## src/rtl/iob_pkg.sv

```systemverilog
// Shared IO-bus device definitions: CONI status bit positions,
// sequencer states and small word helpers.
package iob_pkg;

    localparam int IOB_ERR  = 30;
    localparam int IOB_BUSY = 31;
    localparam int IOB_DONE = 32;
    localparam int IOB_PIA  = 33;

    localparam logic [2:0] IOB_LAST_CHAR = 3'd5;

    typedef enum logic [1:0] {
        ST_IDLE = 2'd0,
        ST_SEND = 2'd1,
        ST_DONE = 2'd2
    } iob_state_e;

    function automatic logic [0:35] iob_status(
        input logic [2:0] pia,
        input logic       done,
        input logic       busy,
        input logic       err
    );
        logic [0:35] s;
        s = '0;
        s[IOB_ERR]      = err;
        s[IOB_BUSY]     = busy;
        s[IOB_DONE]     = done;
        s[IOB_PIA +: 3] = pia;
        return s;
    endfunction

    // Character i is word bits 6i..6i+5, bit 0 being the MSB.
    function automatic logic [0:5] iob_char(
        input logic [0:35] w,
        input logic [2:0]  i
    );
        logic [0:5] c;
        c = '0;
        case (i)
            3'd0:    c = w[0:5];
            3'd1:    c = w[6:11];
            3'd2:    c = w[12:17];
            3'd3:    c = w[18:23];
            3'd4:    c = w[24:29];
            3'd5:    c = w[30:35];
            default: c = '0;
        endcase
        return c;
    endfunction

endpackage

```

## src/rtl/iob_char_punch_if.sv

```systemverilog
// Valid/ready character link from the punch controller
// to the output device.
interface iob_char_punch_if;

    logic [0:5] chr_data;
    logic       chr_valid;
    logic       chr_ready;

    modport master (
        output chr_data,
        output chr_valid,
        input  chr_ready
    );

    modport slave (
        input  chr_data,
        input  chr_valid,
        output chr_ready
    );

endinterface

```

## src/rtl/iob_pia_decode.sv

```systemverilog
// PI assignment decode: one-hot request on the channel
// held in pia while done is set; channel 0 means no request.
module iob_pia_decode (
    input  logic [2:0] pia_i,
    input  logic       done_i,
    output logic [1:7] pi_req_o
);

    always_comb begin
        pi_req_o = '0;
        for (int k = 1; k <= 7; k++) begin
            pi_req_o[k] = done_i && (pia_i == 3'(k));
        end
    end

endmodule

```

## src/rtl/iob_char_punch.sv

```systemverilog
// IO-bus 6-bit character punch: CONO/CONI/DATAO/DATAI slave that
// serialises each DATAO word as six characters over a valid/ready link.
module iob_char_punch
    import iob_pkg::*;
#(
    parameter logic [6:0] DEVICE = 7'o100
) (
    input  logic        clk,
    input  logic        reset,
    input  logic        iob_poweron,
    input  logic        iob_reset,
    input  logic        datao_clear,
    input  logic        datao_set,
    input  logic        cono_clear,
    input  logic        cono_set,
    input  logic        iob_fm_datai,
    input  logic        iob_fm_status,
    input  logic        rdi_pulse,
    input  logic [3:9]  ios,
    input  logic [0:35] iob_write,
    output logic [0:35] iob_read,
    output logic [1:7]  pi_req,
    output logic        dr_split,
    output logic        rdi_data,
    iob_char_punch_if.master chr
);

    logic        sel;
    logic [0:35] status;

    logic [0:35] dbuf_q, dbuf_d;
    logic [2:0]  pia_q, pia_d;
    logic        done_q, done_d;
    logic        busy_q, busy_d;
    logic        err_q, err_d;
    logic [2:0]  idx_q, idx_d;
    iob_state_e  state_q, state_d;
    logic        chr_valid_q, chr_valid_d;
    logic [0:5]  chr_data_q, chr_data_d;

    logic unused_rdi;
    assign unused_rdi = rdi_pulse;

    assign sel      = (ios == DEVICE);
    assign dr_split = 1'b0;
    assign rdi_data = 1'b0;

    assign status = iob_status(pia_q, done_q, busy_q, err_q);

    assign iob_read = iob_write
                    | ({36{sel & iob_fm_datai}}  & dbuf_q)
                    | ({36{sel & iob_fm_status}} & status);

    assign chr.chr_valid = chr_valid_q;
    assign chr.chr_data  = chr_data_q;

    iob_pia_decode u_pia (
        .pia_i    (pia_q),
        .done_i   (done_q),
        .pi_req_o (pi_req)
    );

    // Later statements override earlier ones: sequencer, CONO, DATAO, clear.
    always_comb begin
        dbuf_d  = dbuf_q;
        pia_d   = pia_q;
        done_d  = done_q;
        busy_d  = busy_q;
        err_d   = err_q;
        idx_d   = idx_q;
        state_d = state_q;

        unique case (state_q)
            ST_SEND: begin
                if (chr_valid_q && chr.chr_ready) begin
                    if (idx_q == IOB_LAST_CHAR) begin
                        state_d = ST_DONE;
                    end else begin
                        idx_d = idx_q + 3'd1;
                    end
                end
            end
            ST_DONE: begin
                busy_d  = 1'b0;
                done_d  = 1'b1;
                state_d = ST_IDLE;
            end
            default: ;
        endcase

        if (sel && cono_clear) begin
            pia_d  = '0;
            done_d = 1'b0;
            err_d  = 1'b0;
        end

        if (sel && cono_set) begin
            err_d  = err_d  | iob_write[IOB_ERR];
            done_d = done_d | iob_write[IOB_DONE];
            pia_d  = pia_d  | iob_write[IOB_PIA +: 3];
        end

        if (sel && (datao_clear || datao_set)) begin
            if (busy_q) begin
                err_d = 1'b1;
            end else begin
                if (datao_clear) begin
                    dbuf_d = '0;
                    done_d = 1'b0;
                end
                if (datao_set) begin
                    dbuf_d  = dbuf_d | iob_write;
                    busy_d  = 1'b1;
                    done_d  = 1'b0;
                    idx_d   = '0;
                    state_d = ST_SEND;
                end
            end
        end

        if (iob_reset || !iob_poweron) begin
            dbuf_d  = '0;
            pia_d   = '0;
            done_d  = 1'b0;
            busy_d  = 1'b0;
            err_d   = 1'b0;
            idx_d   = '0;
            state_d = ST_IDLE;
        end

        chr_valid_d = (state_d == ST_SEND);
        chr_data_d  = chr_valid_d ? iob_char(dbuf_d, idx_d) : '0;
    end

    always_ff @(posedge clk or negedge reset) begin
        if (!reset) begin
            dbuf_q      <= '0;
            pia_q       <= '0;
            done_q      <= 1'b0;
            busy_q      <= 1'b0;
            err_q       <= 1'b0;
            idx_q       <= '0;
            state_q     <= ST_IDLE;
            chr_valid_q <= 1'b0;
            chr_data_q  <= '0;
        end else begin
            dbuf_q      <= dbuf_d;
            pia_q       <= pia_d;
            done_q      <= done_d;
            busy_q      <= busy_d;
            err_q       <= err_d;
            idx_q       <= idx_d;
            state_q     <= state_d;
            chr_valid_q <= chr_valid_d;
            chr_data_q  <= chr_data_d;
        end
    end

endmodule
```

## src/flat_wrapper.sv

```systemverilog
// flat-port wrapper written by rule: the top's interface ports become plain ports
module iob_char_punch_flat import iob_pkg::*;
#(
    parameter logic [6:0] DEVICE = 7'o100
)
  (clk, reset, iob_poweron, iob_reset, datao_clear, datao_set, cono_clear, cono_set, iob_fm_datai, iob_fm_status, rdi_pulse, ios, iob_write, iob_read, pi_req, dr_split, rdi_data, chr_chr_data, chr_chr_valid, chr_chr_ready);
  iob_char_punch_if chr_i ();
  input  logic clk;
  input  logic reset;
  input  logic iob_poweron;
  input  logic iob_reset;
  input  logic datao_clear;
  input  logic datao_set;
  input  logic cono_clear;
  input  logic cono_set;
  input  logic iob_fm_datai;
  input  logic iob_fm_status;
  input  logic rdi_pulse;
  input  logic [3:9] ios;
  input  logic [0:35] iob_write;
  output logic [0:35] iob_read;
  output logic [1:7] pi_req;
  output logic dr_split;
  output logic rdi_data;
  output wire logic [$bits(chr_i.chr_data)-1:0] chr_chr_data;
  output wire logic [$bits(chr_i.chr_valid)-1:0] chr_chr_valid;
  input wire logic [$bits(chr_i.chr_ready)-1:0] chr_chr_ready;
  assign chr_chr_data = chr_i.chr_data;
  assign chr_chr_valid = chr_i.chr_valid;
  assign chr_i.chr_ready = chr_chr_ready;
  iob_char_punch #(.DEVICE(DEVICE)) u_core (.clk(clk), .reset(reset), .iob_poweron(iob_poweron), .iob_reset(iob_reset), .datao_clear(datao_clear), .datao_set(datao_set), .cono_clear(cono_clear), .cono_set(cono_set), .iob_fm_datai(iob_fm_datai), .iob_fm_status(iob_fm_status), .rdi_pulse(rdi_pulse), .ios(ios), .iob_write(iob_write), .iob_read(iob_read), .pi_req(pi_req), .dr_split(dr_split), .rdi_data(rdi_data), .chr(chr_i));
endmodule
```

## config.mk

```make
export PLATFORM = sky130hd
export DESIGN_NAME = iob_char_punch_flat
export DESIGN_NICKNAME = d
export VERILOG_FILES = /design/src/rtl/iob_pkg.sv /design/src/rtl/iob_char_punch_if.sv /design/src/rtl/iob_pia_decode.sv /design/src/rtl/iob_char_punch.sv /design/src/flat_wrapper.sv
export SDC_FILE = /design/constraint.sdc
export NUM_CORES = 1
export LEC_CHECK = 0
export CAP_MARGIN = 20
export CORE_ASPECT_RATIO = 0.7
export CORE_MARGIN = 2
export CORE_UTILIZATION = 48
export CTS_CLUSTER_DIAMETER = 150
export CTS_CLUSTER_SIZE = 12
export DETAILED_ROUTE_END_ITERATION = 8
export PLACE_DENSITY_LB_ADDON = 0.05
export SLEW_MARGIN = 20
export SYNTH_ARGS = -nofsm -noshare
export SYNTH_HDL_FRONTEND = slang
export SYNTH_HIERARCHICAL = 1
export SYNTH_SLANG_ARGS = --single-unit
```

## constraint.sdc

```tcl
create_clock -name clk -period 6.4 [get_ports clk]
set_clock_uncertainty 0.05 [all_clocks]
set_input_delay 1.92 -clock clk [delete_from_list [all_inputs] [get_ports clk]]
set_output_delay 1.92 -clock clk [all_outputs]
set_load 0.05 [all_outputs]
```

==> impl_metrics.tcl, run 1 <==
set metrics [dict create \
    run_status "finished, final reports clean" \
    dr_wl_met2_um 3751 \
    slew_viol_final 0 \
    dieWidth_um 96.95 \
    post_drt_via_cell_ratio 5.913 \
    antennaDiodeCount 0 \
    tightest_slew_ns 0.9281 \
    power_frac_seq_pct 49.0 \
    setup_total_negative_slack_ns 0 \
    timing.max_cap.violations 0 \
    timing.critical_path.required_ns 4.43 \
    combinational_power_share_pct 24.1 \
    leakage_nw 2.198 \
    unrepaired_setup_endpoints_after_global_routing "false" \
    clk-insertion-delay-late_ns 0.30 \
    postRouteWirelength_um 8136 \
    total_switching_power_mw 0.1886 \
    synth_area_leaders "sky130_fd_sc_hd__dfrtp_1, sky130_fd_sc_hd__a21o_1, sky130_fd_sc_hd__a22oi_1, sky130_fd_sc_hd__inv_1, sky130_fd_sc_hd__a22o_1" \
    synth_cells 275 \
    grt_pass1_vias 2673 \
    slew_headroom_pct 37.66 \
    die_area_sq_um 6696 \
    post-route-min-period_ns 5.627 \
    ctsLongestPathBuffers 2 \
    met3_wirelength_um 580 \
    met1Wirelength_um 3763 \
    worst_path_largest_cell_delay_ns 0.41 \
    synthMostInstantiatedCell "sky130_fd_sc_hd__dfrtp_1" \
    half_perimeter_wire_length_after_detailed_placement_um 6239 \
    post_cts.resized_instances 0 \
    power.density_cell_area_nw_per_um2 157.7 \
    critical_path_class "input pin to output pin" \
    ys_seq_area_share_pct 46.55 \
    drt_pre_antenna_iters 4 \
    initial_utilization_pct 50.18 \
    number_of_hold_buffers_added_after_cts 0 \
    grt_max_degree 55 \
    placement.setup.worst_slack_ns 0.7914 \
    worst_ir_drop_vdd_v 0.0001108 \
    cts_inserted_buffers 5 \
    cts_tree "done" \
    numPortBuffers 103 \
    worstPathCellList "clkdlybuf4s50_1, nor4_1, and3_1, buf_4, a221o_1, buf_12" \
    synth-seq-cells 54 \
    synth_edf_count 0 \
    sw_frac_of_total_pct 27.10 \
    post-route-period-util_pct 87.91 \
    synth.lib_cells_used.distinct 52 \
    place.gp.congestion 0.8946 \
    yosysTopAreaCellShare_pct 46.55 \
    worst_path_dominant_cell_family "buffers and inverters" \
    postLayoutSetupSlackWorst_ns 0.7735 \
    placementRows 23 \
    floorplan_die_height_um 69.07 \
    clk_root_buffer_cell "sky130_fd_sc_hd__clkbuf_8" \
    grt_pass1_wl_um 13570 \
    synth_top_area_cell "sky130_fd_sc_hd__dfrtp_1" \
    synth.cell_area_sq_um 2903 \
    internal-power_mw 0.5075 \
    clkTransAtPathRegs_ns 0.09 \
    core_area_sq_um 5784 \
    drive_above_1_share_pct 16.94 \
    synth_common_cells "sky130_fd_sc_hd__dfrtp_1, sky130_fd_sc_hd__a21o_1, sky130_fd_sc_hd__inv_1, sky130_fd_sc_hd__a22oi_1, sky130_fd_sc_hd__o22ai_1" \
    area_growth_pct 52.11 \
    critPathCaptureType "output pin" \
    drt-initial-drc-count 137 \
    syn_area_per_cell_sq_um 10.56 \
    crit_path_start_kind "input pin" \
    num_io_pins 107 \
    dr_total_vias 2643 \
    maxUsedRoutingLayer "met4" \
    crit_fanout 36 \
    nNetsFinal 432 \
    fmax_ghz 0.1777 \
    final-hold-violation-count 0 \
    yosysWarningCount 6 \
    worstPathArrival_ns 3.66 \
    clkPwrFrac_pct 26.9 \
    detail_route.drc_violations 0 \
    grt_overflow 0 \
    cell_with_the_largest_stage_delay_on_the_worst_path "sky130_fd_sc_hd__clkdlybuf4s50_1" \
    cts_setup_buffers 0 \
    setup_viol_count_final 0 \
    fraction_of_synthesis_flops_using_an_asynchronous_set_or_reset_pin_pct 100.0 \
    critical_path.n_buffers_inverters 3 \
    routedWlPerCell_um 18.20 \
    ctsHtreeMaxLevel 2 \
    route.antenna.remaining_nets 0 \
    primary_ff_master_synth "sky130_fd_sc_hd__dfrtp_1" \
    cts_sinks 54 \
    grt.total_usage_pct 24.78 \
    grt_antenna_before_repair 0 \
    holdCritPathClass "flip-flop to flip-flop" \
]
[path summary, 6_finish.rpt]
path | endpoint | start | slack (ns) | depth (start not counted)
worst max-delay path | iob_read[30] | ios[8] | 0.77 | 6
worst min-delay path | u_core/dbuf_q[12] | u_core/dbuf_q[12] | 0.47 | 2
worst max register to register | u_core/chr.chr_data[0] | u_core/idx_q[0] | 3.85 | 7
worst min register to register | u_core/dbuf_q[12] | u_core/dbuf_q[12] | 0.47 | 2
max in group asynchronous | u_core/dbuf_q[30] | reset | 4.18 | 2
min in group asynchronous | u_core/dbuf_q[17] | reset | 1.68 | 2
[tightest hold or removal path, cell delays in order, from the launching register on]
cell	delay [ns]
sky130_fd_sc_hd__dfrtp_1	0.35
sky130_fd_sc_hd__a22oi_1	0.09
sky130_fd_sc_hd__inv_1	0.06
[power by group through the flow]
stage | clock network (mW) | registers, mW | logic (mW)
CTS | 0.189 | 0.341 | 0.169
finish | 0.187 | 0.341 | 0.167
detailed placement | 0 | 0.348 | 0.168
global route | 0.205 | 0.341 | 0.175
floorplan | 0 | 0.348 | 0.0661
global placement | 0 | 0.348 | 0.167
[layer usage]
| metal | GRT usage (%) | vias up |
|---|---|---|
| met4 | 3.599 | 0 |
| li1 | - | 1235 |
| met3 | 4.564 | 7 |
| met2 | 37.73 | 99 |
| met5 | 0 | - |
| met1 | 37.84 | 1302 |
[stage by stage]
stage | utilization (%) | cells | instance area (sq um) | power, mW | hold WS [ns]
final | 76.34 | 447 | 4415 | 0.6962 | 0.4730
after global routing | 76.34 | 447 | 4415 | 0.7217 | 0.4887
after floorplan | - | 276 | 2907 | 0.4142 | 0.4256
after CTS | 76.34 | 447 | 4415 | 0.6989 | 0.4773
after global placement | 74.91 | 441 | 4333 | 0.5150 | 0.4428
after detailed placement | 74.91 | 441 | 4333 | 0.5162 | 0.4538
[cell families after synthesis]
group | synth area share (%)
buffers and inverters | 6.896
DFF | 46.55
muxes | 1.035
and+or+nand+nor | 11.55
AOI/OAI and AO/OA | 31.81
xor gates and xnor gates | 0.3018
adders and majority gates | 1.724
other | 0.1292
[area by class of cell]
class | instances | area, sq um
timing repair buffer | 107 | 1416
fill | 405 | 1369
multi-input combinational | 174 | 1355
sequential | 54 | 1351
inverter | 31 | 116.4
tap | 75 | 93.84
clock buffer | 6 | 82.58
[sequential cells by signal, indices dropped and copies added, names as in the netlist]
register and cells:
u_core/dbuf_q 36, u_core/chr.chr_data 6, u_core/idx_q 3, u_core/pia_q 3, u_core/state_q 2, u_core/busy_q 1, u_core/chr.chr_valid 1, u_core/done_q 1
u_core/err_q 1
[cells in the final DEF, fill, tap and decap left out, types with 5 or more instances in the layout]
master / Yosys / layout
sky130_fd_sc_hd__clkdlybuf4s50_1: 0 / 66
sky130_fd_sc_hd__o22ai_1: 12 / 12
sky130_fd_sc_hd__buf_12: 0 / 36
sky130_fd_sc_hd__a32o_1: 5 / 5
sky130_fd_sc_hd__clkbuf_8: 0 / 6
sky130_fd_sc_hd__nor2_1: 7 / 7
sky130_fd_sc_hd__nand2_1: 6 / 6
sky130_fd_sc_hd__a221o_1: 6 / 6
sky130_fd_sc_hd__a22o_1: 11 / 11
sky130_fd_sc_hd__o31a_1: 7 / 7
sky130_fd_sc_hd__inv_1: 31 / 31
sky130_fd_sc_hd__a21o_1: 31 / 31
sky130_fd_sc_hd__a22oi_1: 26 / 26
sky130_fd_sc_hd__dfrtp_1: 54 / 54
Power figures use the tool's default switching activity.
==> run 2: changes to the inputs <==
--- a/config.mk
+++ b/config.mk
@@ -6,7 +6,7 @@
 export NUM_CORES = 1
 export LEC_CHECK = 0
 export CAP_MARGIN = 20
-export CORE_ASPECT_RATIO = 0.7
+export CORE_ASPECT_RATIO = 1.5
 export CORE_MARGIN = 2
 export CORE_UTILIZATION = 48
 export CTS_CLUSTER_DIAMETER = 150
==> impl_metrics.tcl, run 2 (same netlist as run 1, synthesis figures left out) <==
set metrics [dict create \
    run_status "finished, final reports clean" \
    cts_tree "done" \
    floorplan_die_height_um 99.25 \
    post_drt_via_cell_ratio 5.904 \
    worstRegToRegCells 7 \
    post_cts.resized_instances 0 \
    setup_viol_count_final 0 \
    combinational_power_share_pct 22.5 \
    min-delay-start "u_core/dbuf_q[18]" \
    nNetsFinal 432 \
    critical_path_class "input pin to output pin" \
    core_area_sq_um 5828 \
    ctsHtreeMaxLevel 2 \
    critical_path.reg2reg.endpoint "u_core/chr.chr_data[4]" \
    ctsLongestPathBuffers 2 \
    antennaDiodeCount 0 \
    drt-initial-drc-count 152 \
    power.density_cell_area_nw_per_um2 166.4 \
    internal-power_mw 0.5412 \
    grt_antenna_before_repair 0 \
    grt_overflow 0 \
    highest_count_cells_in_the_layout_ignoring_fill_and_taps "sky130_fd_sc_hd__clkdlybuf4s50_1, sky130_fd_sc_hd__dfrtp_1, sky130_fd_sc_hd__buf_12" \
    max_reg_flops 36 \
    initial_utilization_pct 49.81 \
    cts_sinks 54 \
    timing.max_cap.violations 0 \
    setup_total_negative_slack_ns 0 \
    placementRows 34 \
    grt_pass1_wl_um 12790 \
    detailed_place.area_sq_um 4329 \
    grt_pass1_vias 2642 \
    critPathCaptureType "output pin" \
    whs_path_depth 2 \
    dr_wl_met2_um 4122 \
    clk_root_buffer_cell "sky130_fd_sc_hd__clkbuf_8" \
    clk-insertion-delay-late_ns 0.32 \
    worstPathArrival_ns 3.65 \
    crit_path_start_kind "input pin" \
    power_frac_seq_pct 46.2 \
    tightest_slew_ns 0.6808 \
    clkTransAtPathRegs_ns 0.09 \
    detail_route.drc_violations 0 \
    timing.critical_path.required_ns 4.43 \
    setup.reg_to_reg.worst_slack_ns 3.73 \
    numPortBuffers 103 \
    routedWlPerCell_um 17.75 \
    post-route-cell-area_sq_um 4442 \
    half_perimeter_wire_length_after_detailed_placement_um 5907 \
    worst_ir_drop_vdd_v 0.0001552 \
    total_switching_power_mw 0.1980 \
    hold-path-endpoint "u_core/dbuf_q[18]" \
    cts_inserted_buffers 5 \
    postRouteWirelength_um 7917 \
    slew_headroom_pct 54.61 \
    num_io_pins 107 \
    mostFrequentLayoutCell "sky130_fd_sc_hd__clkdlybuf4s50_1" \
    leakage_nw 2.214 \
    final-hold-violation-count 0 \
    slew_viol_final 0 \
    die_area_sq_um 6699 \
    filler_cell_count 408 \
    crit_fanout 36 \
    dieWidth_um 67.50 \
    dr_total_vias 2633 \
    post-route-min-period_ns 5.615 \
    fmax_ghz 0.1781 \
    drt_pre_antenna_iters 5 \
    grt_max_degree 55 \
    route.antenna.remaining_nets 0 \
    top_register "u_core/dbuf_q" \
    whs_ns 0.4717 \
    clkPwrFrac_pct 31.3 \
    drive_above_1_share_pct 17.38 \
    met1Wirelength_um 2965 \
    maxUsedRoutingLayer "met4" \
    grt.total_usage_pct 24.86 \
    met3_wirelength_um 601 \
    area_growth_pct 53.02 \
    place.gp.congestion 0.7507 \
    number_of_hold_buffers_added_after_cts 0 \
    unrepaired_setup_endpoints_after_global_routing "false" \
    post-route-period-util_pct 87.74 \
    holdCritPathClass "flip-flop to flip-flop" \
    rr_startpoint "u_core/idx_q[0]" \
    sw_frac_of_total_pct 26.79 \
    cts_setup_buffers 0 \
]
==> run 2: cell count changes in the layout (fill, tap and decap cells not counted), sizes merged <==
cell and delta:
bufinv +1, clkbuf -1, clkinv +1, inv +1
==> run 2: layout make-up <==
class | instances | area, sq um | area share (%)
timing repair buffer | 107 | 1416 | 31.89
sequential | 54 | 1351 | 30.42
tap | 72 | 90.09 | 2.028
inverter | 31 | 116.4 | 2.620
multi-input combinational | 174 | 1355 | 30.51
clock buffer | 5 | 68.82 | 1.549
clock inverter | 3 | 43.79 | 0.9859
==> run 2: through the flow <==
step | total power [mW] | instances | util, % | setup WS (ns)
floorplan | 0.4142 | 276 | - | 1.107
CTS | 0.7447 | 446 | 76.21 | 0.7605
global placement | 0.5144 | 438 | 74.28 | 0.7980
global route | 0.7655 | 446 | 76.21 | 0.6477
detailed placement | 0.5154 | 438 | 74.28 | 0.7655
finish | 0.7392 | 446 | 76.21 | 0.7849
==> run 2: critical path, cell delays in order <==
cell and delay [ns]:
sky130_fd_sc_hd__clkdlybuf4s50_1 0.41, sky130_fd_sc_hd__nor4_1 0.31, sky130_fd_sc_hd__and3_1 0.20, sky130_fd_sc_hd__buf_4 0.35, sky130_fd_sc_hd__a221o_1 0.29, sky130_fd_sc_hd__buf_12 0.15
==> run 2: power groups by stage <==
stage	Sequential [mW]	Combinational [mW]	Clock, mW
final	0.341	0.166	0.232
after global routing	0.341	0.175	0.250
after CTS	0.341	0.168	0.235
after detailed placement	0.348	0.167	0
after global placement	0.348	0.166	0
after floorplan	0.348	0.0661	0
==> run 2: per-layer routing <==
metal	up-vias	global-route usage, %
met4	0	9.576
li1	1243	-
met1	1268	31.34
met2	110	41.03
met5	-	0
met3	12	5.204
==> run 2: worst max-delay path by stage <==
stage,endpoint,slack [ns],depth (start not counted),start
final,iob_read[35],0.78,6,ios[8]
after global routing,iob_read[35],0.65,6,ios[8]
after CTS,iob_read[35],0.76,6,ios[8]
after detailed placement,iob_read[35],0.77,6,ios[8]
after global placement,iob_read[35],0.80,6,ios[8]
after floorplan,iob_read[0],1.11,5,ios[8]
==> run 3: changes to the inputs <==
--- a/config.mk
+++ b/config.mk
@@ -13,6 +13,7 @@
 export CTS_CLUSTER_SIZE = 12
 export DETAILED_ROUTE_END_ITERATION = 8
 export PLACE_DENSITY_LB_ADDON = 0.05
+export SKIP_LAST_GASP = 1
 export SLEW_MARGIN = 20
 export SYNTH_ARGS = -nofsm -noshare
 export SYNTH_HDL_FRONTEND = slang
==> results of run 3 <==
The final DEF is identical to that of run 2; final timing and power are the same.
